File: src/rtl/jtag_tap_pkg.sv
// Shared types and constants for the JTAG TAP: controller states,
// instruction opcodes and the TAP next-state function.
package jtag_tap_pkg;

    typedef enum logic [3:0] {
        ST_TLR      = 4'h0,
        ST_RTI      = 4'h1,
        ST_SEL_DR   = 4'h2,
        ST_CAP_DR   = 4'h3,
        ST_SHIFT_DR = 4'h4,
        ST_EXIT1_DR = 4'h5,
        ST_PAUSE_DR = 4'h6,
        ST_EXIT2_DR = 4'h7,
        ST_UPD_DR   = 4'h8,
        ST_SEL_IR   = 4'h9,
        ST_CAP_IR   = 4'hA,
        ST_SHIFT_IR = 4'hB,
        ST_EXIT1_IR = 4'hC,
        ST_PAUSE_IR = 4'hD,
        ST_EXIT2_IR = 4'hE,
        ST_UPD_IR   = 4'hF
    } tap_state_t;

    typedef enum logic [1:0] {
        SEL_BYPASS = 2'd0,
        SEL_IDCODE = 2'd1,
        SEL_USER   = 2'd2
    } dr_sel_t;

    localparam logic [3:0] IR_IDCODE  = 4'b0010;
    localparam logic [3:0] IR_USER    = 4'b1000;
    localparam logic [3:0] IR_BYPASS  = 4'b1111;
    localparam logic [3:0] IR_CAPTURE = 4'b0101;

    function automatic tap_state_t tap_next(tap_state_t s, logic tms);
        tap_state_t n;
        n = ST_TLR;
        case (s)
            ST_TLR:      n = tms ? ST_TLR      : ST_RTI;
            ST_RTI:      n = tms ? ST_SEL_DR   : ST_RTI;
            ST_SEL_DR:   n = tms ? ST_SEL_IR   : ST_CAP_DR;
            ST_CAP_DR:   n = tms ? ST_EXIT1_DR : ST_SHIFT_DR;
            ST_SHIFT_DR: n = tms ? ST_EXIT1_DR : ST_SHIFT_DR;
            ST_EXIT1_DR: n = tms ? ST_UPD_DR   : ST_PAUSE_DR;
            ST_PAUSE_DR: n = tms ? ST_EXIT2_DR : ST_PAUSE_DR;
            ST_EXIT2_DR: n = tms ? ST_UPD_DR   : ST_SHIFT_DR;
            ST_UPD_DR:   n = tms ? ST_SEL_DR   : ST_RTI;
            ST_SEL_IR:   n = tms ? ST_TLR      : ST_CAP_IR;
            ST_CAP_IR:   n = tms ? ST_EXIT1_IR : ST_SHIFT_IR;
            ST_SHIFT_IR: n = tms ? ST_EXIT1_IR : ST_SHIFT_IR;
            ST_EXIT1_IR: n = tms ? ST_UPD_IR   : ST_PAUSE_IR;
            ST_PAUSE_IR: n = tms ? ST_EXIT2_IR : ST_PAUSE_IR;
            ST_EXIT2_IR: n = tms ? ST_UPD_IR   : ST_SHIFT_IR;
            ST_UPD_IR:   n = tms ? ST_SEL_DR   : ST_RTI;
            default:     n = ST_TLR;
        endcase
        return n;
    endfunction

endpackage

File: src/rtl/jtag_tap_fsm.sv
// 16-state TAP controller; the state decodes are registered alongside the
// state so each flag is high exactly while the controller sits in that state.
module jtag_tap_fsm
    import jtag_tap_pkg::*;
(
    input  logic tck_i,
    input  logic rst_i,
    input  logic tms_i,
    output logic tlr_o,
    output logic capture_dr_o,
    output logic shift_dr_o,
    output logic update_dr_o,
    output logic capture_ir_o,
    output logic shift_ir_o,
    output logic update_ir_o
);

    tap_state_t state_q;
    tap_state_t state_d;
    logic tlr_q;
    logic captureDr_q;
    logic shiftDr_q;
    logic updateDr_q;
    logic captureIr_q;
    logic shiftIr_q;
    logic updateIr_q;

    assign state_d = tap_next(state_q, tms_i);

    always_ff @(posedge tck_i) begin
        if (rst_i) begin
            state_q     <= ST_TLR;
            tlr_q       <= 1'b1;
            captureDr_q <= 1'b0;
            shiftDr_q   <= 1'b0;
            updateDr_q  <= 1'b0;
            captureIr_q <= 1'b0;
            shiftIr_q   <= 1'b0;
            updateIr_q  <= 1'b0;
        end else begin
            state_q     <= state_d;
            tlr_q       <= (state_d == ST_TLR);
            captureDr_q <= (state_d == ST_CAP_DR);
            shiftDr_q   <= (state_d == ST_SHIFT_DR);
            updateDr_q  <= (state_d == ST_UPD_DR);
            captureIr_q <= (state_d == ST_CAP_IR);
            shiftIr_q   <= (state_d == ST_SHIFT_IR);
            updateIr_q  <= (state_d == ST_UPD_IR);
        end
    end

    assign tlr_o        = tlr_q;
    assign capture_dr_o = captureDr_q;
    assign shift_dr_o   = shiftDr_q;
    assign update_dr_o  = updateDr_q;
    assign capture_ir_o = captureIr_q;
    assign shift_ir_o   = shiftIr_q;
    assign update_ir_o  = updateIr_q;

endmodule

File: src/rtl/jtag_tap_top.sv
// JTAG TAP top: instruction register, IDCODE/BYPASS/USER data registers
// and the falling-edge TDO launch.
module jtag_tap_top
    import jtag_tap_pkg::*;
#(
    parameter int unsigned IR_LEN       = 4,
    parameter logic [31:0] IDCODE_VALUE = 32'h149511C3,
    parameter logic [31:0] USER_RESET   = 32'h00000000
) (
    input  logic tck_pad_i,
    input  logic rst_i,
    input  logic tms_pad_i,
    input  logic tdi_pad_i,
    output logic tdo_pad_o
);

    logic tlr;
    logic captureDr;
    logic shiftDr;
    logic updateDr;
    logic captureIr;
    logic shiftIr;
    logic updateIr;

    logic [IR_LEN-1:0] ir_q;
    logic [IR_LEN-1:0] irShift_q;
    logic [31:0]       drShift_q;
    logic [31:0]       user_q;
    logic              bypass_q;
    logic              tdo_q;
    dr_sel_t           drSel;

    jtag_tap_fsm u_fsm (
        .tck_i        (tck_pad_i),
        .rst_i        (rst_i),
        .tms_i        (tms_pad_i),
        .tlr_o        (tlr),
        .capture_dr_o (captureDr),
        .shift_dr_o   (shiftDr),
        .update_dr_o  (updateDr),
        .capture_ir_o (captureIr),
        .shift_ir_o   (shiftIr),
        .update_ir_o  (updateIr)
    );

    // Unknown opcodes fall back to BYPASS so TDI always has a 1-bit path to TDO.
    always_comb begin
        drSel = SEL_BYPASS;
        if (ir_q == IR_LEN'(IR_IDCODE)) begin
            drSel = SEL_IDCODE;
        end else if (ir_q == IR_LEN'(IR_USER)) begin
            drSel = SEL_USER;
        end
    end

    always_ff @(posedge tck_pad_i) begin
        if (rst_i) begin
            ir_q      <= IR_LEN'(IR_IDCODE);
            irShift_q <= '0;
        end else begin
            if (captureIr) begin
                irShift_q <= IR_LEN'(IR_CAPTURE);
            end else if (shiftIr) begin
                irShift_q <= {tdi_pad_i, irShift_q[IR_LEN-1:1]};
            end
            if (tlr) begin
                ir_q <= IR_LEN'(IR_IDCODE);
            end else if (updateIr) begin
                ir_q <= irShift_q;
            end
        end
    end

    always_ff @(posedge tck_pad_i) begin
        if (rst_i) begin
            drShift_q <= '0;
            bypass_q  <= 1'b0;
            user_q    <= USER_RESET;
        end else begin
            if (captureDr) begin
                case (drSel)
                    SEL_IDCODE: drShift_q <= IDCODE_VALUE;
                    SEL_USER:   drShift_q <= user_q;
                    default:    bypass_q  <= 1'b0;
                endcase
            end else if (shiftDr) begin
                if (drSel == SEL_BYPASS) begin
                    bypass_q <= tdi_pad_i;
                end else begin
                    drShift_q <= {tdi_pad_i, drShift_q[31:1]};
                end
            end
            if (updateDr && drSel == SEL_USER) begin
                user_q <= drShift_q;
            end
        end
    end

    // Launching on the falling edge gives the host a half-cycle of setup.
    always_ff @(negedge tck_pad_i) begin
        if (rst_i) begin
            tdo_q <= 1'b0;
        end else if (shiftIr) begin
            tdo_q <= irShift_q[0];
        end else if (shiftDr) begin
            tdo_q <= (drSel == SEL_BYPASS) ? bypass_q : drShift_q[0];
        end else begin
            tdo_q <= 1'b0;
        end
    end

    assign tdo_pad_o = tdo_q;

endmodule

File: config.mk
export PLATFORM = sky130hd
export DESIGN_NAME = jtag_tap_top
export DESIGN_NICKNAME = d
export VERILOG_FILES = /design/src/rtl/jtag_tap_pkg.sv /design/src/rtl/jtag_tap_fsm.sv /design/src/rtl/jtag_tap_top.sv
export SDC_FILE = /design/constraint.sdc
export NUM_CORES = 1
export LEC_CHECK = 0
export ABC_AREA = 1
export CAP_MARGIN = 0
export CORE_UTILIZATION = 35
export CTS_CLUSTER_DIAMETER = 200
export DETAILED_ROUTE_END_ITERATION = 8
export GPL_ROUTABILITY_DRIVEN = 0
export SLEW_MARGIN = 20
export SYNTH_ARGS = -nofsm -noshare
export SYNTH_HDL_FRONTEND = slang
export SYNTH_SLANG_ARGS = --single-unit
export TNS_END_PERCENT = 50
File: constraint.sdc
create_clock -name tck_pad_i -period 2.8 [get_ports tck_pad_i]
set_clock_uncertainty 0.05 [all_clocks]
set_input_delay 0.56 -clock tck_pad_i [delete_from_list [all_inputs] [get_ports tck_pad_i]]
set_output_delay 0.56 -clock tck_pad_i [all_outputs]
set_load 0.02 [all_outputs]
Word-level counts from Yosys, hierarchy flattened
Index checks and enable logic that the tools add are counted.
Widths: inputs -> output; s select.
Storage, ports and cells
  register bits: 85
  latch bits: 0
  memory bits (writable): 0
  memory bits (read-only): 0
  input port bits: 4
  output and inout bits: 1
  logic and storage cells: 86
  memories kept: 0
Cells by class
  add/sub/neg operators: 0
  $mul: 0
  div/mod/pow operators: 0
  magnitude comparators: 0
  equal/unequal tests: 28
  shift-type cells: 0
  mux-type cells: 28
  bitwise logic cells: 0
  reduce and logical (&&, ||, !) cells: 15
Operators with widths (count)
  $mux 32: 3
  $pmux 32 s2: 1
  $eq 4x4->1 const B: 13
  $pmux 4 s12: 1
  $eq 4x3->1 const B: 5
  $eq 4x2->1 const B: 4
  $mux 4: 4
  $mux 3: 4
  $mux 1: 10
  $mux 2: 5
  $reduce_or 2->1: 5
  $logic_not 4->1: 2
  $reduce_and 3->1: 2
  $reduce_bool 2->1: 3
  $eq 4x1->1 const B: 1
  $ne 3x3->1 const B: 1
  $reduce_or 3->1: 1
  $eq 2x1->1 const B: 1
  $eq 2x2->1 const B: 1
  $logic_not 2->1: 1
  $ne 2x1->1 const B: 1
  $ne 2x2->1 const B: 1
  $logic_and 1x1->1: 1

Depth between registers and ports, before layout
  word-level depth: 7
  gate-level depth with buffers: 11
  mapped depth without buffers: 10

Hierarchy
From an unflattened synthesis, not the netlist that was laid out.
Unflattened totals
  cell total of the unflattened synthesis: 574
  area total of the unflattened synthesis: 3844.9 µm²
By module, submodules not included
  jtag_tap_top: instances 1, cells each 475, area each 3220.6 µm², seq. area each 1481.4 µm²
  jtag_tap_fsm: instances 1, cells each 99, area each 624.3 µm², seq. area each 220.2 µm²

==> summary.txt <==
Outcome = finished, violations left
Failing checks = negative setup slack
Placed cell area = 0.003667 mm2
Hold Crit Class = reg2reg
Max Cap Viol = 0
Int Pwr = 1.813 mW
Num CTS Buffers = 9
Final setup violation count = 1
Chip width = 102.5 um
Synth-to-Final Area Change = 10.48%
Max clock buf depth = 2
Reg power frac = 52.6%
R2r setup slk = 230 ps
# hold bufs at CTS = 0
Post-DP HPWL = 4368 um
Fraction of registers with async set or reset after synthesis = 0%
Req. time, crit path = 2190 ps
Crit path capture type = output port
Clock power frac = 42.5%
YS warnings = 0
CP max stage cell = dfxtp_2
Dpl cells = 589
Final Worst Setup Slack = -20.32 ps
Post-synth top cells = a21oi_1 (92), dfxtp_1 (85), nand2_1 (84), o21ai_0 (58), inv_1 (46)
Buffers and inverters on the worst path = 1
First-pass GRT wire length = 12,560 um
Synth top area cells = dfxtp_1 (48%), a21oi_1 (13%), nand2_1 (8.9%)
Clock transition at path regs = 90 ps
Worst-margin pin slew = 573.6 ps
Die H = 102.5 um
Dpl ws = -94.16 ps
DRT iter0 DRCs = 220
CP Cell Sequence = buf_6
Seq cells post-synth = 85
Hold Crit Start = user_q[4]$_SDFFE_PP0P_
Slew HR = 61.76%
Core Rows = 36
Max-slew violations = 0
Hold Path Sink = user_q[4]$_SDFFE_PP0P_
Vias = 2,989
Data arrival, critical path = 2210 ps
Post-DR wirelength/cell = 12.30 um
CTS Root Cell = clkbuf_8
Part of the Yosys area used for sequential elements = 48.16%
Terminus of the critical flop-to-flop path = tdo_pad_o$_SDFF_NP0_
Skew-Pair Late Insertion Delay = 360 ps
I/O Buffers = 4
P per Cell Area = 603.7 mW/mm2
Share of cells above drive strength 1 = 12.08%
Starting Density = 36.15%
Number of flops mapped to enable cells by yosys = 0
Post-CTS Setup Bufs = 0
Yosys cell types = 26
Crit path max fanout = 1
Leak = 1.389 nW
Synth Instances = 472
Final design utilization = 39.94%
WHS Path Cells = 2
Worst hold slack = 399.8 ps
Leading area contributor after synthesis = dfxtp_1
Syn Nets = 476
Die area = 0.01050 mm2
Combinational Power Share = 4.9%
Peak supply drop = 276.3 uV
Avg Inst Size Synth = 7.486 um2
Final wirelength = 7443 um
Grt ovf = 0
Layout Cells excl Fill = 605
RSZ-0062 raised after global routing = yes
Critical path class = reg2out
Antenna-violating nets left = 0
Critical Path Max Stage Delay = 310 ps
Final nets = 471
I/O pin count = 5
Finished Cell Area = 0.003904 mm2
FF-to-FF path depth = 7
Synth top area share = 48.16%
Critical path launch point type = flop
Most frequent cell after synthesis = a21oi_1
Largest net degree at the start of global routing = 65
Top delay family on crit path = flip-flops
Diodes inserted = 0
Most used flip-flop cell after synthesis = dfxtp_1
DR pass1 iterations = 5
CTS tree = yes
GRT Util Overall = 15.48%
Mapped cell area = 0.003533 mm2
Number of vias per cell = 4.940
NetSw = 0.5440 mW
Switching share of power = 23.08%
Vias in the first global route = 2,741
Initial antenna violation count = 0
R2R Path Start = ir_q[0]$_SDFFE_PP0P_
Clk sinks = 85
H-tree depth = 3
Core area = 0.009774 mm2
DRC = 0
Final Hold Fails = 0
-- power by group through the flow --
stage	clock (mW)	combinational, mW	sequential (mW)
2_1_floorplan	0.00447	0.0933	1.26
3_3_place_gp	0.00447	0.112	1.27
3_5_place_dp	0.00447	0.116	1.27
4_1_cts	1.03	0.116	1.24
5_1_grt	1.08	0.131	1.24
6_report	1.00	0.116	1.24
-- worst min-delay path, delay by kind of cell (launching register included) --
family	cells	cell delay [ps]
buffers and inverters	1	50
flip-flops	1	320
AO/OA/AOI/OAI	1	50
-- repair_timing --
item / 4_1_cts / 5_1_grt
resized for setup: 7 / 0
setup endpoints to repair: 1 / 1
gates cloned: 0 / 0
-- routing by layer --
layer,routed length (um),up-vias,track usage [%],share of wire [%]
met2,3539,57,25.74,48
met5,0,-,0,0
met3,266,13,3.557,3.6
met4,152,0,7.582,2.0
li1,-,1536,-,-
met1,3484,1383,18.79,47
-- sequential cells by signal, indices dropped and copies added (netlist names) --
name and count:
user_q 32, u_fsm.update_ir_o 1, u_fsm.update_dr_o 1, drShift_q 32, ir_q 4, irShift_q 4
u_fsm.shift_dr_o 1, u_fsm.capture_dr_o 1, u_fsm.capture_ir_o 1, bypass_q 1, u_fsm.state_q 4, tdo_pad_o 1
u_fsm.tlr_o 1, u_fsm.shift_ir_o 1
-- final cells by class --
class                           count  area [um2]
Multi-Input combinational cell    303        1493
Clock buffer                       11       151.4
Tap cell                          133       166.4
Sequential cell                    85        1703
Inverter                           56       210.2
Clock inverter                      6       86.33
Fill cell                        1022        5871
Timing Repair Buffer               11       93.84
-- cell families (layout without fill, tap and decap cells) --
kind of cell | count (synthesis) | count (layout) | synth area share (%)
AOI/OAI and AO/OA | 168 | 168 | 25.11
and+or+nand+nor | 135 | 135 | 17.00
DFF | 85 | 85 | 48.16
buffers and inverters | 84 | 84 | 9.738
-- placed cells by master (no fill, tap or decap), types with 4 or more instances in the layout --
cell type and n:
nor2_2 7, inv_2 11, nand3_1 7, nor2_1 22, nand2_1 84, dfxtp_1 84
o211ai_1 13, nand2_2 4, a21oi_1 92, o21ai_0 58, buf_4 7, clkbuf_8 11
inv_1 46, nor2_4 5
-- metrics by stage --
stage | setup TNS (ps) | total power [mW]
after floorplan | 0 | 1.360
after global placement | -96.90 | 1.384
after detailed placement | -94.16 | 1.389
after CTS | -31.46 | 2.382
after global routing | -56.43 | 2.456
final | -20.32 | 2.357
-- worst max-delay path by stage --
stage	endpoint	cells after the start	from	slack [ps]
finish	tdo_pad_o	1	tdo_pad_o$_SDFF_NP0_	-20
detailed placement	tdo_pad_o	1	tdo_pad_o$_SDFF_NP0_	-90
global placement	tdo_pad_o	1	tdo_pad_o$_SDFF_NP0_	-100
floorplan	tdo_pad_o$_SDFF_NP0_	5	rst_i	30
CTS	tdo_pad_o	1	tdo_pad_o$_SDFF_NP0_	-30
global route	tdo_pad_o	1	tdo_pad_o$_SDFF_NP0_	-60
Note: power is estimated with default switching activity, not from simulation.
